**src/rtl/riscv_lsu_pkg.sv**
```systemverilog
// Shared encodings for the load/store unit: RISC-V funct3 access sizes, FSM states,
// and the legality check that both the FSM and the bench reason about.
package riscv_lsu_pkg;

  localparam logic [2:0] LDST_B  = 3'd0;
  localparam logic [2:0] LDST_H  = 3'd1;
  localparam logic [2:0] LDST_W  = 3'd2;
  localparam logic [2:0] LDST_BU = 3'd4;
  localparam logic [2:0] LDST_HU = 3'd5;

  typedef enum logic [1:0] {IDLE, BUSY, DONE, FAULT} lsu_state_t;

  // Illegal funct3 and misalignment share one fault path.
  function automatic logic lsu_bad(input logic [2:0] size, input logic [1:0] lo);
    case (size)
      LDST_B, LDST_BU: lsu_bad = 1'b0;
      LDST_H, LDST_HU: lsu_bad = lo[0];
      LDST_W:          lsu_bad = |lo;
      default:         lsu_bad = 1'b1;
    endcase
  endfunction

endpackage

```
**src/rtl/riscv_lsu_if.sv**
```systemverilog
// Word-wide memory bus between the LSU (master) and the data memory (slave).
interface riscv_lsu_if;
  logic        mem_req_o;
  logic        mem_we_o;
  logic [3:0]  mem_be_o;
  logic [31:0] mem_addr_o;
  logic [31:0] mem_wd_o;
  logic [31:0] mem_rd_i;
  logic        mem_ready_i;

  modport master (output mem_req_o, mem_we_o, mem_be_o, mem_addr_o, mem_wd_o,
                  input  mem_rd_i, mem_ready_i);
  modport slave  (input  mem_req_o, mem_we_o, mem_be_o, mem_addr_o, mem_wd_o,
                  output mem_rd_i, mem_ready_i);
endinterface

```
**src/rtl/riscv_lsu_align.sv**
```systemverilog
// Byte-lane steering: store enables/replication and load lane select with extension.
module riscv_lsu_align
  import riscv_lsu_pkg::*;
(
  input  logic        we,
  input  logic [2:0]  size,
  input  logic [1:0]  addr_lo,
  input  logic [31:0] wd,
  input  logic [31:0] rd_word,
  output logic [3:0]  be,
  output logic [31:0] wd_lane,
  output logic [31:0] rd_ext
);

  logic [7:0]  rd_b;
  logic [15:0] rd_h;

  always_comb begin
    case (addr_lo)
      2'd0:    rd_b = rd_word[7:0];
      2'd1:    rd_b = rd_word[15:8];
      2'd2:    rd_b = rd_word[23:16];
      default: rd_b = rd_word[31:24];
    endcase
    rd_h = addr_lo[1] ? rd_word[31:16] : rd_word[15:0];

    case (size)
      LDST_B:  rd_ext = {{24{rd_b[7]}}, rd_b};
      LDST_BU: rd_ext = {24'd0, rd_b};
      LDST_H:  rd_ext = {{16{rd_h[15]}}, rd_h};
      LDST_HU: rd_ext = {16'd0, rd_h};
      default: rd_ext = rd_word;
    endcase

    // Loads fetch the whole word; lane selection happens on the way back.
    be      = 4'hF;
    wd_lane = wd;
    if (we) begin
      case (size)
        LDST_B: begin
          be      = 4'b0001 << addr_lo;
          wd_lane = {4{wd[7:0]}};
        end
        LDST_H: begin
          be      = addr_lo[1] ? 4'b1100 : 4'b0011;
          wd_lane = {2{wd[15:0]}};
        end
        default: ;
      endcase
    end
  end

endmodule

```
**src/rtl/riscv_lsu.sv**
```systemverilog
// Single-outstanding load/store unit: FSM, wait counter and request latches.
module riscv_lsu
  import riscv_lsu_pkg::*;
#(
  parameter int MAX_WAIT = 16
) (
  input  logic        clk_i,
  input  logic        rst_i,
  input  logic        core_req_i,
  input  logic        core_we_i,
  input  logic [2:0]  core_size_i,
  input  logic [31:0] core_addr_i,
  input  logic [31:0] core_wd_i,
  output logic [31:0] core_rd_o,
  output logic        core_stall_o,
  output logic        misalign_o,
  output logic        bus_err_o,
  riscv_lsu_if.master mem
);

  localparam logic [7:0] CNT_LAST = 8'(MAX_WAIT - 1);

  lsu_state_t  state;
  logic        we_q;
  logic [2:0]  size_q;
  logic [31:0] addr_q;
  logic [31:0] wd_q;
  logic [7:0]  cnt_q;
  logic        busy;
  logic [3:0]  be;
  logic [31:0] wd_lane;
  logic [31:0] rd_ext;

  riscv_lsu_align u_align (
    .we      (we_q),
    .size    (size_q),
    .addr_lo (addr_q[1:0]),
    .wd      (wd_q),
    .rd_word (mem.mem_rd_i),
    .be      (be),
    .wd_lane (wd_lane),
    .rd_ext  (rd_ext)
  );

  always_ff @(posedge clk_i or negedge rst_i) begin
    if (!rst_i) begin
      state      <= IDLE;
      we_q       <= 1'b0;
      size_q     <= 3'd0;
      addr_q     <= 32'd0;
      wd_q       <= 32'd0;
      cnt_q      <= 8'd0;
      core_rd_o  <= 32'd0;
      misalign_o <= 1'b0;
      bus_err_o  <= 1'b0;
    end else begin
      // Result and fault flags are one-cycle pulses unless re-set below.
      core_rd_o  <= 32'd0;
      misalign_o <= 1'b0;
      bus_err_o  <= 1'b0;
      case (state)
        IDLE: begin
          cnt_q <= 8'd0;
          if (core_req_i) begin
            if (lsu_bad(core_size_i, core_addr_i[1:0])) begin
              misalign_o <= 1'b1;
              state      <= FAULT;
            end else begin
              we_q   <= core_we_i;
              size_q <= core_size_i;
              addr_q <= core_addr_i;
              wd_q   <= core_wd_i;
              state  <= BUSY;
            end
          end
        end
        BUSY: begin
          cnt_q <= cnt_q + 8'd1;
          if (mem.mem_ready_i) begin
            core_rd_o <= we_q ? 32'd0 : rd_ext;
            state     <= DONE;
          end else if (cnt_q == CNT_LAST) begin
            bus_err_o <= 1'b1;
            state     <= FAULT;
          end
        end
        DONE:    state <= IDLE;
        default: state <= IDLE;
      endcase
    end
  end

  assign busy           = (state == BUSY);
  assign core_stall_o   = (state == IDLE) ? core_req_i : busy;
  assign mem.mem_req_o  = busy;
  assign mem.mem_we_o   = busy & we_q;
  assign mem.mem_be_o   = busy ? be : 4'd0;
  assign mem.mem_addr_o = {addr_q[31:2], 2'b00};
  assign mem.mem_wd_o   = wd_lane;

endmodule
```
**src/flat_wrapper.sv**
```systemverilog
// flat-port wrapper written by rule: the top's interface ports become plain ports
module riscv_lsu_flat import riscv_lsu_pkg::*;
#(
  parameter int MAX_WAIT = 16
)
  (clk_i, rst_i, core_req_i, core_we_i, core_size_i, core_addr_i, core_wd_i, core_rd_o, core_stall_o, misalign_o, bus_err_o, mem_mem_req_o, mem_mem_we_o, mem_mem_be_o, mem_mem_addr_o, mem_mem_wd_o, mem_mem_rd_i, mem_mem_ready_i);
  riscv_lsu_if mem_i ();
  input  logic clk_i;
  input  logic rst_i;
  input  logic core_req_i;
  input  logic core_we_i;
  input  logic [2:0] core_size_i;
  input  logic [31:0] core_addr_i;
  input  logic [31:0] core_wd_i;
  output logic [31:0] core_rd_o;
  output logic core_stall_o;
  output logic misalign_o;
  output logic bus_err_o;
  output wire logic [$bits(mem_i.mem_req_o)-1:0] mem_mem_req_o;
  output wire logic [$bits(mem_i.mem_we_o)-1:0] mem_mem_we_o;
  output wire logic [$bits(mem_i.mem_be_o)-1:0] mem_mem_be_o;
  output wire logic [$bits(mem_i.mem_addr_o)-1:0] mem_mem_addr_o;
  output wire logic [$bits(mem_i.mem_wd_o)-1:0] mem_mem_wd_o;
  input wire logic [$bits(mem_i.mem_rd_i)-1:0] mem_mem_rd_i;
  input wire logic [$bits(mem_i.mem_ready_i)-1:0] mem_mem_ready_i;
  assign mem_mem_req_o = mem_i.mem_req_o;
  assign mem_mem_we_o = mem_i.mem_we_o;
  assign mem_mem_be_o = mem_i.mem_be_o;
  assign mem_mem_addr_o = mem_i.mem_addr_o;
  assign mem_mem_wd_o = mem_i.mem_wd_o;
  assign mem_i.mem_rd_i = mem_mem_rd_i;
  assign mem_i.mem_ready_i = mem_mem_ready_i;
  riscv_lsu #(.MAX_WAIT(MAX_WAIT)) u_core (.clk_i(clk_i), .rst_i(rst_i), .core_req_i(core_req_i), .core_we_i(core_we_i), .core_size_i(core_size_i), .core_addr_i(core_addr_i), .core_wd_i(core_wd_i), .core_rd_o(core_rd_o), .core_stall_o(core_stall_o), .misalign_o(misalign_o), .bus_err_o(bus_err_o), .mem(mem_i));
endmodule
```
**config.mk**
```make
export PLATFORM = sky130hd
export DESIGN_NAME = riscv_lsu_flat
export DESIGN_NICKNAME = d
export VERILOG_FILES = /design/src/rtl/riscv_lsu_pkg.sv /design/src/rtl/riscv_lsu_if.sv /design/src/rtl/riscv_lsu_align.sv /design/src/rtl/riscv_lsu.sv /design/src/flat_wrapper.sv
export SDC_FILE = /design/constraint.sdc
export NUM_CORES = 1
export LEC_CHECK = 0
export ABC_AREA = 1
export CAP_MARGIN = 20
export CORE_MARGIN = 3
export CORE_UTILIZATION = 49
export DETAILED_ROUTE_END_ITERATION = 12
export GPL_ROUTABILITY_DRIVEN = 0
export PLACE_DENSITY = 0.87
export SYNTH_ARGS = -nofsm -noshare
export SYNTH_HDL_FRONTEND = slang
export SYNTH_SLANG_ARGS = --single-unit
```
**constraint.sdc**
```tcl
create_clock -name clk_i -period 2.76 [get_ports clk_i]
set_input_delay 0.414 -clock clk_i [delete_from_list [all_inputs] [get_ports clk_i]]
set_output_delay 0.414 -clock clk_i [all_outputs]
set_load 0.005 [all_outputs]
```
# [Yosys cells after proc, flatten, opt, wreduce, memory -nomap -nowiden]
# Cells that the tools add are included.
[classes] eq_ne=13 shift=1 bitwise=2 n_mux=28 add_sub_neg=1 n_reduce_logical=10
[ops] op="32-bit 2-to-1 mux" count=4
[ops] op="32-bit case mux with 4 select lines" count=1
[ops] op="32-bit case mux with 2 select lines" count=1
[ops] op="8-bit case mux with 3 select lines" count=1
[ops] op="16-bit 2-to-1 mux" count=1
[ops] op="8-bit case mux with 2 select lines" count=1
[ops] op="3-bit == test (second input constant)" count=4
[ops] op="4-bit 2-to-1 mux" count=3
[ops] op="1-bit 2-to-1 mux" count=9
[ops] op="8-bit by 1-bit adder with 8-bit output (second input constant)" count=1
[ops] op="8-bit by 4-bit == test with 1-bit output (second input constant)" count=1
[ops] op="2-bit 2-to-1 mux" count=4
[ops] op="4-bit case mux with 2 select lines" count=1
[ops] op="3-bit by 1-bit == test with 1-bit output (second input constant)" count=2
[ops] op="3-bit zero test" count=2
[ops] op="2-bit OR reduction" count=3
[ops] op="2-bit by 1-bit == test with 1-bit output (second input constant)" count=2
[ops] op="2-bit zero test" count=2
[ops] op="2-bit case mux with 2 select lines" count=1
[ops] op="1-bit by 2-bit left shift with 4-bit output (first input constant)" count=1
[ops] op="3-bit by 2-bit == test with 1-bit output (second input constant)" count=1
[ops] op="3-bit inequality test (second input constant)" count=1
[ops] op="1-bit case mux with 3 select lines" count=1
[ops] op="3-bit AND reduction" count=1
[ops] op="other kinds (6)" count=6
[word_totals] register_bits=112 elab_cells=64

# [Logic depth before layout (Yosys ltp)]
# Gate-level depths: netlist (run 1).
[logic_depth] ltp_word=8 ltp_mapped=10

# [Cells and area by module]
# Synthesis (run 1) repeated with hierarchy kept, for this count alone.
[hier_totals] cells_unflattened=798 area_unflattened_um2=6017.0
[modules_own_cells] module="riscv_lsu" n_inst=1 cells_each=523 area_each_um2=4643.2
[modules_own_cells] module="riscv_lsu_align" n_inst=1 cells_each=275 area_each_um2=1373.8

# [Least setup slack after synthesis (run 1)]
# OpenSTA, ideal clock, no wires.
[synth_timing] path_type="register to output" start="register u_core.size_q[1]" end="output mem_mem_wd_o[21]" t_arrival_ps=1351 slack_ps=995 required_ps=2346 path_stages_with_launch=7 cell_sequence="dfrtp_1 buf_4 inv_2 nand2_1 nor2_4 buf_4 mux2_2"
[synth_via] elab_chain_cells=3
[synth_lines] element="from (decl)" line="riscv_lsu.sv:25" rtl="logic [2:0] size_q;"
[synth_lines] element="from (signal assigned)" line="riscv_lsu.sv:70" rtl="size_q <= core_size_i;"
[synth_lines] element="3-bit by 1-bit == test with 1-bit output or 3-bit zero test (tied branches)" line="riscv_lsu_align.sv:39" rtl="case (size)"
[synth_lines] element="32-bit case mux with 2 select lines (*)" line="riscv_lsu_align.sv:39"
[synth_lines] element="32-bit 2-to-1 mux (*)" line="riscv_lsu_align.sv:38" rtl="if (we) begin"
[synth_lines] element="to (decl)" line="flat_wrapper.sv:23" rtl="output wire logic [$bits(mem_i.mem_wd_o)-1:0] mem_mem_wd_o;"
# Every way passes the cells marked *; elsewhere a longest branch is shown, timed or not.

# [Final worst setup path (run 1)]
[layout_timing] start="register u_core.size_q[2]" end="output mem_mem_wd_o[21]"
# The elaborated chain is that of the path after synthesis.

==> results of run 1 <==
-- layout make-up --
type,instances,share of cell area (%)
flip-flops and latches,112,35.6
repair buffers,217,27.5
multi-input cells,464,27.4
inverters,67,3.22
clock buffers,10,2.91
well taps,140,2.22
clock inverters,6,1.14
-- synthesized netlist by cell type (2+ instances only) --
cell        n
nor2_4      2
o21a_1      2
mux2_2      7
inv_1      62
nand2_1   234
dfrtp_1   112
a31oi_1     5
buf_4      43
inv_2       4
nor2_1     38
o21ai_0    37
nor3_1      2
nand2_2     2
a21oi_1    29
xor2_1      2
buf_2      24
clkbuf_1    8
nor3_2      4
o21ai_1     4
buf_6       3
nand3_1    81
-- state kept, by name (all words and copies together) (netlist names) --
register,flops
u_core.addr_q,32
u_core.core_rd_o,32
u_core.wd_q,32
u_core.cnt_q,8
u_core.size_q,3
u_core.state,2
u_core.bus_err_o,1
u_core.misalign_o,1
u_core.we_q,1
-- cells by family (layout without fill, tap and decap cells) --
group,Yosys count,count (layout),share of synthesized area (%)
AND/OR/NAND/NOR,371,371,28.0
buffers and inverters,145,300,13.3
flip-flops,112,112,49.2
AO/OA/AOI/OAI,81,81,7.48
multiplexers,7,7,1.38
XOR/XNOR,2,2,0.307
adder cells (fa/ha/maj),1,1,0.219
other,1,2,0.0658
-- power groups by stage --
stage	clock network, mW	logic, mW	registers [mW]
after global routing	1.51	4.07	2.73
final	1.42	3.69	2.67
after CTS	1.44	3.70	2.66
after global placement	0	3.59	2.66
after detailed placement	0	3.66	2.67
after floorplan	0	2.22	2.50
-- routing by layer --
metal	vias up	track usage (%)	share of wire (%)
met5	-	0	0
met4	0	6.97	2.0
met3	29	8.28	11
met2	271	42.2	48
met1	2456	31.1	39
li1	2528	-	-
-- critical path: stages, from the launching register on --
cell,delay [ps]
dfrtp_1,380
inv_1,70
nand2_1,100
nor2_4,500
mux2_2,410
clkdlybuf4s50_1,450
-- layout by cell type, fill, tap and decap left out, drive strengths merged --
master / instances
nor3: 7
dfrtp: 112
a21oi: 29
nor2: 41
inv: 69
clkdlybuf4s50: 205
a21boi: 1
a22o: 1
xor2: 2
nand3: 83
ha: 1
o21a: 2
clkbuf: 10
mux2: 7
nand4: 1
clkinv: 1
clkinvlp: 1
nand2: 237
o22ai: 1
a22oi: 1
a31oi: 5
buf: 12
bufinv: 2
or2: 1
conb: 2
nor3b: 1
o21ai: 41
-- worst min path at each step --
stage,start,end
2_1_floorplan,rst_i,u_core.addr_q[0]
6_report,rst_i,u_core.cnt_q[5]
3_5_place_dp,u_core.addr_q[10],u_core.addr_q[10]
3_3_place_gp,u_core.addr_q[21],u_core.addr_q[21]
5_1_grt,rst_i,u_core.cnt_q[5]
4_1_cts,rst_i,u_core.cnt_q[5]
-- repair_timing --
item,CTS,global route
setup endpoints to repair,0,2
resized for setup,0,2
hold buffers,0,0
setup buffers,0,0
==> run_results.csv, run 1 <==
group,metric,value,unit
yosys,synthTopCellsByArea,"dfrtp_1 49%, nand2_1 15%, nand3_1 7.1%",
final_layout,seqCellArea,2800,um^2
sta,fin_ws,87.6,ps
yosys,synth.distinct_cells,36,
critical_path,crit_path_start,"u_core.size_q[2]",
grt,grt-ovfl-total,0,
grt,grt_pass1_vias,5176,
power,p_leak,3.98,nW
final_layout,antennaDiodeCount,0,
critical_path,rr_endpoint,"u_core.core_rd_o[4]",
route,vias,5284,
sta,final-hold-violation-count,0,
floorplan,die_w,114,um
place,post-dp-hpwl,11900,um
power,internal-power,4.87,mW
clock_network,htree_num_levels,3,
critical_path,required,2350,ps
floorplan,fp.dieH,114,um
final_layout,final_cells,1016,
clock_network,numCtsBuffers,9,
place,dpl_worst_slack,496,ps
power,p_sw,2.91,mW
sta,skew,12.7,ps
place,place_area,7550,um^2
clock_network,clk_pin_slew,80,ps
critical_path,reg2reg_from,"u_core.addr_q[1]",
floorplan,fp-row-count,38,
critical_path,crit_path_max_fanout,25,
power,seqPwrFrac,34.3,%
floorplan,initial_core_util,51.2,%
floorplan,boundaryPins,209,
yosys,yosys.area.top_type,"dfrtp_1",
place,portBuffers,206,
route,vias_per_cell,5.20,
yosys,synth_area,5700,um^2
clock_network,worstSkewPairLatency,350,ps
final_layout,final_core_util,70.8,%
power,comb_power_share,47.5,%
yosys,synth_edf_count,0,
sta,slew_viol_final,0,
final_layout,layout-drive-gt1-share,6.39,%
power,powerDensity,988,nW/um^2
yosys,ys_warn_count,0,
grt,grt_usage,25.1,%
sta,slew_headroom,46.9,%
floorplan,fp.coreArea,11100,um^2
run_status,outcome,"complete, no violations",
yosys,synth_ff_type,"dfrtp_1",
route,finalWirelength,16500,um
yosys,yosysSeqAreaShare,49.2,%
critical_path,criticalPathCategory,"flip-flop to output port",
critical_path,reg2regPathDepth,7,
critical_path,rrSetupSlack,780,ps
route,firstDrtPassIters,5,
route,drt-initial-drc-count,417,
clock_network,cts_tree,"built",
sta,finalSetupViolations,0,
final_layout,multi_input_area,2160,um^2
flow_run,maxCapViolations,0,
yosys,ys_ff_latch,112,
final_layout,final_nets,976,
power,peakVddDrop,0.759,mV
critical_path,cp.arrival,2260,ps
sta,fmax,374,MHz
sta,setup_tns,0,ps
route,drcViolationCount,0,
final_layout,syn2layout_area_growth,38.2,%
power,clkPwrFrac,18.3,%
yosys,postSynthCellCount,720,
yosys,synth_top_area_share,49.2,%
sta,timing.final.crit_share,96.8,%
final_layout,stdcell_area,7880,um^2
floorplan,dieArea,13000,um^2
clock_network,cts-root-buf,"clkbuf_16",
final_layout,fillers,873,
grt,grt_max_degree,66,
grt,grt_antenna_before_repair,0,
yosys,syn_avg_cell_area,7.92,um^2
min_path,hold_path.class,"input pin to asynchronous set/reset pin",
power,p_sw_share,37.4,%
sta,min_period,2670,ps
sta,hold_slack,138,ps
place,post-place-cells,1000,
critical_path,start_kind,"flip-flop",
power,p_total,7.78,mW
yosys,ys_async_sr_fraction,100,%
sta,worstMarginPinSlew,796,ps
grt,grt_pass1_wl,25700,um
route,drt.antenna.violating_nets,0,
clock_network,clkSinkCount,112,
clock_network,cts.path.max_buffers,2,
route,wl_per_cell,16.2,um
critical_path,cp-end-kind,"output port",
critical_path,cp-endpoint,"mem_mem_wd_o[21]",
sta,rsz0062_at_grt,"yes",
Power figures use the tool's default switching activity.
==> run 2, diff against run 1 <==
Settings changed: CORE_UTILIZATION 49 to 30, PLACE_DENSITY 0.87 to unset.
==> run 2 against run 1 <==
Net effect: die area is 60% higher; non-clock buffer count up 4; clock-buffer cell count decreased by 1; power grew 0.38%; global-route usage decreased by 7.9 points; final area grew 1.9%; flip-flop and latch count unchanged; cell count grew 9.2%; maximum frequency rose by 0.57%; setup slack better by 15 ps; sequential share of layout area decreased by 0.68 points.
==> run_results.csv, run 2 (synthesis results as in run 1) <==
group,metric,value,unit
sta,fmax,376,MHz
floorplan,dieArea,20700,um^2
final_layout,layout-drive-gt1-share,7.05,%
flow_run,maxCapViolations,0,
route,firstDrtPassIters,5,
clock_network,clk_pin_slew,80,ps
place,dpl_worst_slack,476,ps
critical_path,crit_path_max_fanout,25,
route,drcViolationCount,0,
floorplan,fp.dieH,144,um
final_layout,final_common_cell,"nand2_1",
route,drt-initial-drc-count,253,
final_layout,antennaDiodeCount,0,
sta,rsz0062_at_grt,"yes",
final_layout,final_nets,980,
grt,grt-ovfl-total,0,
floorplan,initial_core_util,31.1,%
sta,timing.final.crit_share,96.3,%
floorplan,die_w,144,um
sta,fin_ws,103,ps
route,vias,5142,
route,finalWirelength,17800,um
sta,final-hold-violation-count,0,
power,p_total,7.81,mW
sta,min_period,2660,ps
grt,grt_pass1_vias,5099,
critical_path,rrSetupSlack,980,ps
place,post-dp-hpwl,12900,um
route,vias_per_cell,4.64,
floorplan,boundaryPins,209,
sta,setup_tns,0,ps
grt,grt_antenna_before_repair,0,
power,clkPwrFrac,18.3,%
clock_network,htree_num_levels,3,
power,p_sw,2.99,mW
sta,worstMarginPinSlew,650,ps
sta,slew_viol_final,0,
final_layout,fillers,1869,
critical_path,reg2regPathDepth,8,
grt,grt_pass1_wl,27800,um
sta,skew,7.16,ps
final_layout,final_core_util,43.8,%
critical_path,required,2350,ps
route,wl_per_cell,16.1,um
power,internal-power,4.82,mW
critical_path,cp.arrival,2240,ps
route,drt.antenna.violating_nets,0,
sta,finalSetupViolations,0,
run_status,outcome,"complete, no violations",
clock_network,clkSinkCount,112,
critical_path,rr_endpoint,"u_core.core_rd_o[16]",
power,seqPwrFrac,33.6,%
critical_path,criticalPathCategory,"flip-flop to output port",
clock_network,cts.path.max_buffers,2,
floorplan,fp.coreArea,18300,um^2
final_layout,largestRegisters,"u_core.addr_q x32, u_core.core_rd_o x32, u_core.wd_q x32",
power,p_leak,4.03,nW
clock_network,cts-root-buf,"clkbuf_16",
final_layout,mostFrequentLayoutCells,"234 x nand2_1, 203 x clkdlybuf4s50_1, 112 x dfrtp_1",
power,powerDensity,973,nW/um^2
power,p_sw_share,38.3,%
critical_path,cp-end-kind,"output port",
floorplan,fp-row-count,49,
power,comb_power_share,48.1,%
critical_path,reg2reg_from,"u_core.size_q[1]",
final_layout,syn2layout_area_growth,40.8,%
grt,grt_usage,17.2,%
clock_network,cts_tree,"built",
clock_network,numCtsBuffers,9,
clock_network,hold_buffers,0,
sta,slew_headroom,56.6,%
place,portBuffers,206,
critical_path,start_kind,"flip-flop",
grt,grt_max_degree,74,
min_path,hold_path.class,"input pin to asynchronous set/reset pin",
power,peakVddDrop,0.549,mV
clock_network,worstSkewPairLatency,360,ps
-- run 2: cell types whose count changed in the layout (fill, tap and decap cells not counted), sizes merged --
cell,change
clkbuf,-1
clkinvlp,-1
clkdlybuf4s50,-2
inv,+1
clkinv,+2
buf,+4
bufinv,-1
dlymetal6s2s,+2
-- run 2: metrics by stage --
stage                     area [um^2]  instances  hold WS (ps)
after floorplan                  5700        721           118
after global placement           7690       1093           451
after detailed placement         7690       1093           453
after CTS                        8020       1109          95.8
after global routing             8030       1109           123
final                            8030       1109          78.4
-- run 2: power groups by stage --
stage                     registers, mW  clock network (mW)  logic, mW
after floorplan                    2.50                   0       2.22
after global placement             2.65                   0       3.75
after detailed placement           2.64                   0       3.76
after CTS                          2.63                1.48       3.78
after global routing               2.70                1.54       4.18
final                              2.62                1.43       3.76
-- run 2: what timing repair did --
action	CTS	global route
gates resized for setup	0	5
endpoints found under the setup margin	0	13
setup buffers	0	0
-- run 2: critical path, cell delays in order, from the launching register on --
cell             delay (ps)
dfrtp_1                 390
inv_1                    70
nand2_1                 100
nor2_4                  460
mux2_2                  410
clkdlybuf4s50_1         450
-- run 2: cell type report --
cell class / count / area [um^2] / area share, %
Inverter: 67 / 254 / 3.16
Clock buffer: 9 / 225 / 2.81
Clock inverter: 7 / 100 / 1.25
Tap cell: 229 / 287 / 3.57
Sequential cell: 112 / 2800 / 34.9
Timing Repair Buffer: 221 / 2200 / 27.4
Multi-Input combinational cell: 464 / 2160 / 26.9
-- run 2: worst max path at each step --
stage	end	start	slack, ps	cells past startpoint
after floorplan	mem_mem_wd_o[21]	u_core.size_q[1]	990	6
after global placement	mem_mem_wd_o[31]	u_core.size_q[1]	430	7
after detailed placement	mem_mem_wd_o[21]	u_core.size_q[2]	480	5
after global routing	mem_mem_wd_o[19]	u_core.size_q[1]	-20	5
final	mem_mem_wd_o[20]	u_core.size_q[2]	100	5
after CTS	mem_mem_wd_o[21]	u_core.size_q[2]	60	5
-- run 2: metal layers --
| metal | up-vias | track usage (%) | wire length [um] |
|---|---|---|---|
| li1 | 2533 | - | - |
| met1 | 2396 | 22.7 | 7880 |
| met4 | 0 | 5.65 | 287 |
| met5 | - | 0 | 0 |
| met3 | 21 | 5.52 | 1650 |
| met2 | 192 | 26.7 | 8000 |
==> run 3, diff against run 2 <==
Settings changed: CORE_UTILIZATION 30 to 49, PLACE_DENSITY set to 0.87.
==> results of run 3 <==
The final DEF is identical to that of run 1; final timing and power are the same.
